### src/rtl/sync_down_counter_pkg.sv
// sync_down_counter_pkg
// Shared FSM state type and the default counter width for the
// sync_down_counter block.
package sync_down_counter_pkg;

    localparam int WIDTH_DEFAULT = 4;

    typedef enum logic [1:0] {
        IDLE = 2'd0,
        RUN  = 2'd1,
        DONE = 2'd2
    } state_t;

endpackage

### src/rtl/sync_down_counter_if.sv
// sync_down_counter_if
// Control/status bundle of the down counter.
//   load     : capture load_val as the new start value
//   load_val : start value for a countdown
//   en       : count enable
//   q        : current count
//   busy     : counter is running
//   done     : one-cycle terminal-count pulse
// master drives load/load_val/en, slave (the counter) drives q/busy/done.
interface sync_down_counter_if #(
    parameter int WIDTH = sync_down_counter_pkg::WIDTH_DEFAULT
);
    logic             load;
    logic [WIDTH-1:0] load_val;
    logic             en;
    logic [WIDTH-1:0] q;
    logic             busy;
    logic             done;

    modport master (output load, load_val, en, input q, busy, done);
    modport slave  (input load, load_val, en, output q, busy, done);
endinterface

### src/rtl/sync_down_counter_stage.sv
// down_cnt_stage
// One bit of the down counter.
//   clk, reset : shared clock, synchronous active-high reset
//   load_i     : overwrite the bit with d_i
//   d_i        : bit value to load
//   dec_i      : a decrement is being applied this cycle
//   borrow_i   : all lower bits are zero (bit 0 is tied high)
//   borrow_o   : this bit and all lower bits are zero
//   q_o        : bit value
module down_cnt_stage (
    input  logic clk,
    input  logic reset,
    input  logic load_i,
    input  logic d_i,
    input  logic dec_i,
    input  logic borrow_i,
    output logic borrow_o,
    output logic q_o
);
    logic bit_q;

    always_ff @(posedge clk) begin
        if (reset) begin
            bit_q <= 1'b0;
        end else if (load_i) begin
            bit_q <= d_i;
        end else if (dec_i && borrow_i) begin
            bit_q <= ~bit_q;
        end
    end

    // The borrow chain doubles as a zero detector: the top borrow is high
    // exactly when the whole count is zero.
    assign borrow_o = borrow_i & ~bit_q;
    assign q_o      = bit_q;
endmodule

### src/rtl/sync_down_counter.sv
// sync_down_counter
// Loadable down counter with IDLE/RUN/DONE sequencing and a one-cycle
// terminal-count pulse.
//   clk   : clock, rising edge
//   reset : synchronous active-high reset
//   bus   : slave side of sync_down_counter_if (load, load_val, en in;
//           q, busy, done out)
// Build option: define SYNC_DOWN_COUNTER_AUTO_RELOAD_EN to restart from the
// last loaded value after DONE (periodic mode); otherwise DONE returns to
// IDLE with q held at 0.
//
// state | meaning
// IDLE  | stopped, q held, en ignored
// RUN   | counting down on enabled cycles
// DONE  | terminal count reached, done high for this cycle
module sync_down_counter
    import sync_down_counter_pkg::*;
#(
    parameter int WIDTH = WIDTH_DEFAULT
) (
    input  logic                clk,
    input  logic                reset,
    sync_down_counter_if.slave  bus
);
    state_t           state_q, state_d;
    logic [WIDTH-1:0] reload_q;
    logic             busy_q, done_q;

    logic [WIDTH-1:0] cnt_q;
    logic [WIDTH:0]   borrow;
    logic             cnt_zero;
    logic             cnt_load;
    logic [WIDTH-1:0] cnt_val;
    logic             cnt_dec;

    assign borrow[0] = 1'b1;
    assign cnt_zero  = borrow[WIDTH];

    for (genvar i = 0; i < WIDTH; i++) begin : g_stage
        down_cnt_stage u_stage (
            .clk      (clk),
            .reset    (reset),
            .load_i   (cnt_load),
            .d_i      (cnt_val[i]),
            .dec_i    (cnt_dec),
            .borrow_i (borrow[i]),
            .borrow_o (borrow[i+1]),
            .q_o      (cnt_q[i])
        );
    end

    always_comb begin
        state_d  = state_q;
        cnt_load = 1'b0;
        cnt_val  = '0;
        cnt_dec  = 1'b0;
        if (bus.load) begin
            // Load wins over en and abandons any countdown in progress.
            cnt_load = 1'b1;
            cnt_val  = bus.load_val;
            state_d  = (bus.load_val != '0) ? RUN : DONE;
        end else begin
            case (state_q)
                RUN: begin
                    if (bus.en) begin
                        cnt_dec = ~cnt_zero;
                        if (cnt_q == WIDTH'(1) || cnt_zero) begin
                            state_d = DONE;
                        end
                    end
                end
                DONE: begin
`ifdef SYNC_DOWN_COUNTER_AUTO_RELOAD_EN
                    cnt_load = 1'b1;
                    cnt_val  = reload_q;
                    state_d  = (reload_q != '0) ? RUN : DONE;
`else
                    state_d  = IDLE;
`endif
                end
                default: state_d = IDLE;
            endcase
        end
    end

    always_ff @(posedge clk) begin
        if (reset) begin
            state_q  <= IDLE;
            reload_q <= '0;
            busy_q   <= 1'b0;
            done_q   <= 1'b0;
        end else begin
            state_q  <= state_d;
            reload_q <= bus.load ? bus.load_val : reload_q;
            busy_q   <= (state_d == RUN);
            done_q   <= (state_d == DONE);
        end
    end

    assign bus.q    = cnt_q;
    assign bus.busy = busy_q;
    assign bus.done = done_q;
endmodule

### src/flat_wrapper.sv
// flat-port wrapper written by rule: the top's interface ports become plain ports
module sync_down_counter_flat import sync_down_counter_pkg::*;
#(
    parameter int WIDTH = WIDTH_DEFAULT
)
  (clk, reset, bus_load, bus_load_val, bus_en, bus_q, bus_busy, bus_done);
  sync_down_counter_if #(.WIDTH(WIDTH)) bus_i ();
  input  logic clk;
  input  logic reset;
  input wire logic [$bits(bus_i.load)-1:0] bus_load;
  input wire logic [$bits(bus_i.load_val)-1:0] bus_load_val;
  input wire logic [$bits(bus_i.en)-1:0] bus_en;
  output wire logic [$bits(bus_i.q)-1:0] bus_q;
  output wire logic [$bits(bus_i.busy)-1:0] bus_busy;
  output wire logic [$bits(bus_i.done)-1:0] bus_done;
  assign bus_i.load = bus_load;
  assign bus_i.load_val = bus_load_val;
  assign bus_i.en = bus_en;
  assign bus_q = bus_i.q;
  assign bus_busy = bus_i.busy;
  assign bus_done = bus_i.done;
  sync_down_counter #(.WIDTH(WIDTH)) u_core (.clk(clk), .reset(reset), .bus(bus_i));
endmodule
### config.mk
export PLATFORM = sky130hd
export DESIGN_NAME = sync_down_counter_flat
export DESIGN_NICKNAME = d
export VERILOG_FILES = /design/src/rtl/sync_down_counter_pkg.sv /design/src/rtl/sync_down_counter_if.sv /design/src/rtl/sync_down_counter_stage.sv /design/src/rtl/sync_down_counter.sv /design/src/flat_wrapper.sv
export SDC_FILE = /design/constraint.sdc
export NUM_CORES = 1
export LEC_CHECK = 0
export BUFFER_PORTS_ARGS = -buffer_cell sky130_fd_sc_hd__buf_2
export CORE_AREA = 4 4 41 43
export DETAILED_ROUTE_END_ITERATION = 6
export DIE_AREA = 0 0 45 47
export PLACE_DENSITY = 0.61
export RECOVER_POWER = 100
export SLEW_MARGIN = 20
export SYNTH_ARGS = -nofsm -noshare
export SYNTH_HDL_FRONTEND = slang
export SYNTH_HIERARCHICAL = 1
export SYNTH_SLANG_ARGS = --single-unit
### constraint.sdc
create_clock -name clk -period 5.1 [get_ports clk]
set_input_delay 0 -clock clk [delete_from_list [all_inputs] [get_ports clk]]
set_output_delay 0 -clock clk [all_outputs]
set_load 0.01 [all_outputs]
# Yosys cells after proc, flatten, opt, wreduce, memory -nomap -nowiden
# Cells that the tools add are included.
[totals] ff_bits=8 in_bits=8 output_inout_bits=6
[classes] n_mux=18 n_eq_ne=4 bitwise_logic=8 n_reduce_logical=9
[op_table] cell="$mux W1" count=12
[op_table] cell="$mux W2" count=5
[op_table] cell="$reduce_bool A2 Y1" count=4
[op_table] cell="$not A1 Y1" count=5
[op_table] cell="$eq A2 B1 Y1 const B" count=2
[op_table] cell="$eq A4 B1 Y1 const B" count=1
[op_table] cell="$mux W4" count=1
[op_table] cell="$reduce_bool A4 Y1" count=1
[op_table] cell="$and A1 B1 Y1" count=3
[op_table] cell="$logic_and A1 B1 Y1" count=3
[op_table] cell="$eq A2 B2 Y1 const B" count=1
[op_table] cell="$logic_or A1 B1 Y1" count=1

# Longest topological paths before layout
[depth] word_depth=11 mapped_depth=7 mapped_depth_nobuf=7

# Modules after synthesis
# The synthesis kept the hierarchy.
[by_module_without_submodules] mod="down_cnt_stage" n_inst=4 area_per_inst_um2=62.6 seq_area_each_um2=20.0 cells_each=6
[by_module_without_submodules] mod="sync_down_counter" n_inst=1 area_per_inst_um2=221.5 seq_area_each_um2=80.1 cells_each=23

# Worst setup path before layout
# Ideal clock, no wire load.
[synth_timing] path_type="flip-flop to flip-flop" startpoint="reg u_core.g_stage[0].u_stage.bit_q" endpoint="reg u_core.busy_q (netlist: u_core/bus.busy)" path_buffers=0 stages_incl_launch_ff=7 period_less_slack_ns=1.732 required_time_ns=5.014 setup_time_ns=0.086 path_slack_ns=3.368 t_arrival_ns=1.647 cell_sequence="dfxtp_1 nor2b_1 nor2b_1 nor2b_1 nor2b_1 or4b_1 a211oi_1"
[synth_between] elab_chain_cells=10 elab_cells_between_ends=11
[synth_rtl] item="start: declaration" line="sync_down_counter_stage.sv:20" source="logic bit_q;"
[synth_rtl] item="start signal: assignment" line="sync_down_counter_stage.sv:26" source="bit_q <= d_i;"
[synth_rtl] item="start signal: assignment" line="sync_down_counter_stage.sv:28" source="bit_q <= ~bit_q;"
[synth_rtl] item="$not A1 Y1" line="sync_down_counter_stage.sv:34" source="assign borrow_o = borrow_i & ~bit_q;"
[synth_rtl] item="net u_core.borrow[1]" line="sync_down_counter.sv:30" source="logic [WIDTH:0] borrow;"
[synth_rtl] item="$and A1 B1 Y1" line="sync_down_counter_stage.sv:34"
[synth_rtl] item="net u_core.borrow[2]" line="sync_down_counter.sv:30"
[synth_rtl] item="$and A1 B1 Y1" line="sync_down_counter_stage.sv:34"
[synth_rtl] item="net u_core.borrow[3]" line="sync_down_counter.sv:30"
[synth_rtl] item="$and A1 B1 Y1" line="sync_down_counter_stage.sv:34"
[synth_rtl] item="net u_core.borrow[4]" line="sync_down_counter.sv:30"
[synth_rtl] item="$logic_or A1 B1 Y1" line="sync_down_counter.sv:67" source="if (cnt_q == WIDTH'(1) || cnt_zero) begin"
[synth_rtl] item="$mux W2" line="sync_down_counter.sv:67"
[synth_rtl] item="$mux W2" line="sync_down_counter.sv:65" source="if (bus.en) begin"
[synth_rtl] item="$mux W2" line="sync_down_counter.sv:63" source="case (state_q)"
[synth_rtl] item="$mux W2" line="sync_down_counter.sv:57" source="if (bus.load) begin"
[synth_rtl] item="$eq A2 B1 Y1" line="sync_down_counter.sv:95" source="busy_q <= (state_d == RUN);"
[synth_rtl] item="end signal: assignment" line="sync_down_counter.sv:95"
[synth_rtl] item="end: declaration" line="sync_down_counter.sv:27" source="logic busy_q, done_q;"
# The timed path passes the listed nets, and every way through them passes these cells.
# A chain may end at the register's enable or synchronous reset.

# Worst setup path in the final report
[layout_timing] startpoint="reg u_core.g_stage[0].u_stage.bit_q" endpoint="reg u_core.g_stage[1].u_stage.bit_q"
[layout_between] elab_chain_cells=10
[layout_rtl] item="$not A1 Y1" line="sync_down_counter_stage.sv:34"
[layout_rtl] item="net u_core.borrow[1]" line="sync_down_counter.sv:30"
[layout_rtl] item="$and A1 B1 Y1" line="sync_down_counter_stage.sv:34"
[layout_rtl] item="net u_core.borrow[2]" line="sync_down_counter.sv:30"
[layout_rtl] item="$and A1 B1 Y1" line="sync_down_counter_stage.sv:34"
[layout_rtl] item="net u_core.borrow[3]" line="sync_down_counter.sv:30"
[layout_rtl] item="$and A1 B1 Y1" line="sync_down_counter_stage.sv:34"
[layout_rtl] item="net u_core.borrow[4]" line="sync_down_counter.sv:30"
[layout_rtl] item="$not A1 Y1" line="sync_down_counter.sv:66" source="cnt_dec = ~cnt_zero;"
[layout_rtl] item="$mux W1" line="sync_down_counter.sv:65"
[layout_rtl] item="$mux W1" line="sync_down_counter.sv:63"
[layout_rtl] item="$mux W1" line="sync_down_counter.sv:57"
[layout_rtl] item="net u_core.cnt_dec" line="sync_down_counter.sv:34" source="logic cnt_dec;"
[layout_rtl] item="$logic_and A1 B1 Y1" line="sync_down_counter_stage.sv:27" source="end else if (dec_i && borrow_i) begin"
[layout_rtl] item="$reduce_bool A2 Y1 (no line)"
[layout_rtl] item="end signal: assignment" line="sync_down_counter_stage.sv:26"
[layout_rtl] item="end signal: assignment" line="sync_down_counter_stage.sv:28"
[layout_rtl] item="end: declaration" line="sync_down_counter_stage.sv:20"
# The timed path passes the listed nets, and every way through them passes these cells.

==> impl_metrics.toml <==
[clock_network]
cts_root_buf = "clkbuf_4"
cts_sinks = 8
cts_hold_buf = 0
clk_pin_slew_ns = 0.06
clock_latency_ns = 0.26
numCtsBuffers = 3
cts.repair.resized = 0
tritoncts = "done"
cts_max_path_buffers = 2
htreeDepth = 1
post-cts-setup-buffers = 0

[power]
switching_power_mw = 0.0413
p_int_mw = 0.105
p_seq_frac = 0.481
power_frac_clock = 0.349
power_frac_comb = 0.170
power.leakage_nw = 0.224
netSwitchingFraction = 0.282
p_per_area_nw_per_um2 = 259
peakVddDrop_uv = 125

[global_routing]
grt_remaining_overflow = 0
grt_max_degree = 20
grt_pass1_wl_um = 1730
grtUsageTotal = 0.116
grt_pass1_vias = 408
antenna_found_initial = 0

[setup_path]
cp_slowest_cell = "dfxtp_1"
crit_arrival_ns = 2.09
critical_path_class = "reg2reg"
endpoint_kind = "register"
critPathBufInv = 0
cpMostUsedCell = "nor2b_1"
required_ns = 5.24
crit_chain = "nor2b_1 -> nor2b_1 -> nor2b_1 -> nor2b_1 -> nor2_1 -> and4b_1 -> a2111oi_0"
critPathMaxFanout = 8
cp_top_family = "simple AND/OR/NAND/NOR gates"
cp-start-kind = "register"
max_stage_delay_ns = 0.34

[placement]
dp_hpwl_um = 731
globalplace.congestion = 0.681
placedCellCount = 77
port-buffer-count = 13
placed_cell_area_sq_um = 563

[detailed_routing]
drc = 0
drt-total-wl_um = 991
avgRoutedWirePerCell_um = 12.4
drtIter0Drc = 4
drt_first_pass_iters = 2
vias_per_cell = 5.25
ant_nets = 0
vias = 420

[min_path]
hold_class = "in2reg"

[synth]
yosys-top-cells-count = "dfxtp_1 (8), a211oi_1 (6)"
synth_warnings = 6
synth.area.top_cells = "dfxtp_1 (34%), a2111oi_2 (13%), a211oi_1 (9.5%), and4b_1 (8.5%), and2_1 (5.3%)"
yosysMostFrequentCell = "dfxtp_1"
synth_edf_count = 0
post_synth_num_cell_types = 18
synth_seq_cells = 8
syn_inst = 47
syn_avg_cell_area_sq_um = 10.0
synth-async-reset-ratio = 0
synthFlopType = "dfxtp_1"
ys_seq_area_frac = 0.340
syn_area_sq_um = 472
synth_top_area_frac = 0.340
synth_area_leader_cell = "dfxtp_1"

[layout]
finalNonFillerCells = 80
drive_above_1_share = 0.200
synthToLayoutAreaGrowth_pct = 19.9
nets = 75
seq_area_sq_um = 160
fin_area_sq_um = 566
diodes = 0
fillers = 155
multi_input_area_sq_um = 292

[floorplanning]
die_area_sq_um = 2120
core_area_sq_um = 1300
row_count = 13
die_y_um = 47
pin_count = 14
die_width_um = 45
initial_core_util = 0.362

[sta]
grt_setup_unrepaired = "false"
hold_violations = 0
fin_crit_sh = 0.383
max_freq_mhz = 512
slew_viol_final = 0
setup_viol = 0
final.setup.tns_ns = 0
skew_ns = 0.0102
period_needed_ns = 1.95

[flow_run]
drv_cap = 0

[run_status]
outcome = "complete, no violations"
[worst paths after layout]
check / from / to / slack (ns) / cells past startpoint
setup reg to reg: u_core/g_stage[0].u_stage/q_o$_SDFFE_PP0P_ / u_core/g_stage[1].u_stage/q_o$_SDFFE_PP0P_ / 3.15 / 7
hold reg to reg: u_core/state_q[1]$_SDFF_PP0_ / u_core/bus.busy$_SDFF_PP0_ / 0.60 / 2
setup / recovery: u_core/g_stage[0].u_stage/q_o$_SDFFE_PP0P_ / u_core/g_stage[1].u_stage/q_o$_SDFFE_PP0P_ / 3.15 / 7
hold / removal: reset / u_core/bus.done$_SDFF_PP0_ / 0.03 / 2
[worst reg2reg max path, delay by kind of cell, from the launching register on]
kind	cells	cell delay [ns]
DFF	1	0.34
and+or+nand+nor	6	1.21
AOI/OAI and AO/OA	1	0.28
[power by group through the flow]
stage / registers [mW] / logic (mW) / clock network, mW
global route: 0.0711 / 0.0282 / 0.0554
detailed placement: 0.0717 / 0.0275 / 0
CTS: 0.0704 / 0.0277 / 0.0530
floorplan: 0.0727 / 0.0148 / 0
finish: 0.0704 / 0.0249 / 0.0510
global placement: 0.0715 / 0.0273 / 0
[sequential cells by signal, summed over array words and instances (netlist names)]
name and cells:
u_core/bus.busy 1, u_core/state_q 2, u_core/bus.done 1, u_core/g_stage.u_stage/q_o 4
[kinds of logic (layout without fill, tap and decap cells)]
logic type,after synthesis,in the layout,synth area share
and+or+nand+nor,21,21,0.361
AOI/OAI and AO/OA,13,13,0.260
DFF,8,8,0.340
buffers and inverters,4,20,0.0318
other,1,3,0.00795
[layout make-up]
type                       instances  share of cell area
tap                               15              0.0332
timing repair buffer              13               0.102
clock buffer                       3              0.0398
multi-input combinational         37               0.515
sequential                         8               0.283
inverter                           4              0.0265
[layout by cell type (no fill, tap or decap)]
cell / count
nor4b_4: 1
and2_1: 4
a2111oi_0: 2
and4b_1: 4
clkbuf_1: 6
nor2b_1: 4
or4_1: 1
nor2_1: 2
a211oi_1: 6
a21oi_1: 2
a2111oi_2: 2
o21bai_1: 1
inv_1: 4
dfxtp_1: 8
clkbuf_4: 3
nand2b_1: 1
nand4bb_1: 1
conb_1: 3
or4b_1: 1
nor3b_1: 1
buf_2: 7
nor4_1: 1
[stage by stage]
stage | setup slack (ns) | utilization | hold WS, ns | total power [mW]
final | 3.15 | 0.435 | 0.0318 | 0.146
after global routing | 2.84 | 0.435 | 0.0313 | 0.155
after CTS | 3.19 | 0.450 | 0.0466 | 0.151
after detailed placement | 3.21 | 0.433 | 0.331 | 0.0991
after global placement | 3.23 | 0.433 | 0.325 | 0.0988
after floorplan | 3.37 | - | 0.0691 | 0.0875
[routing by layer]
metal	vias up	GRT usage	part of all wire
met3	2	0.0383	0.070
li1	221	-	-
met4	0	0.0702	0.015
met5	-	0	0
met2	12	0.164	0.41
met1	185	0.153	0.50
Power figures use the tool's default switching activity.
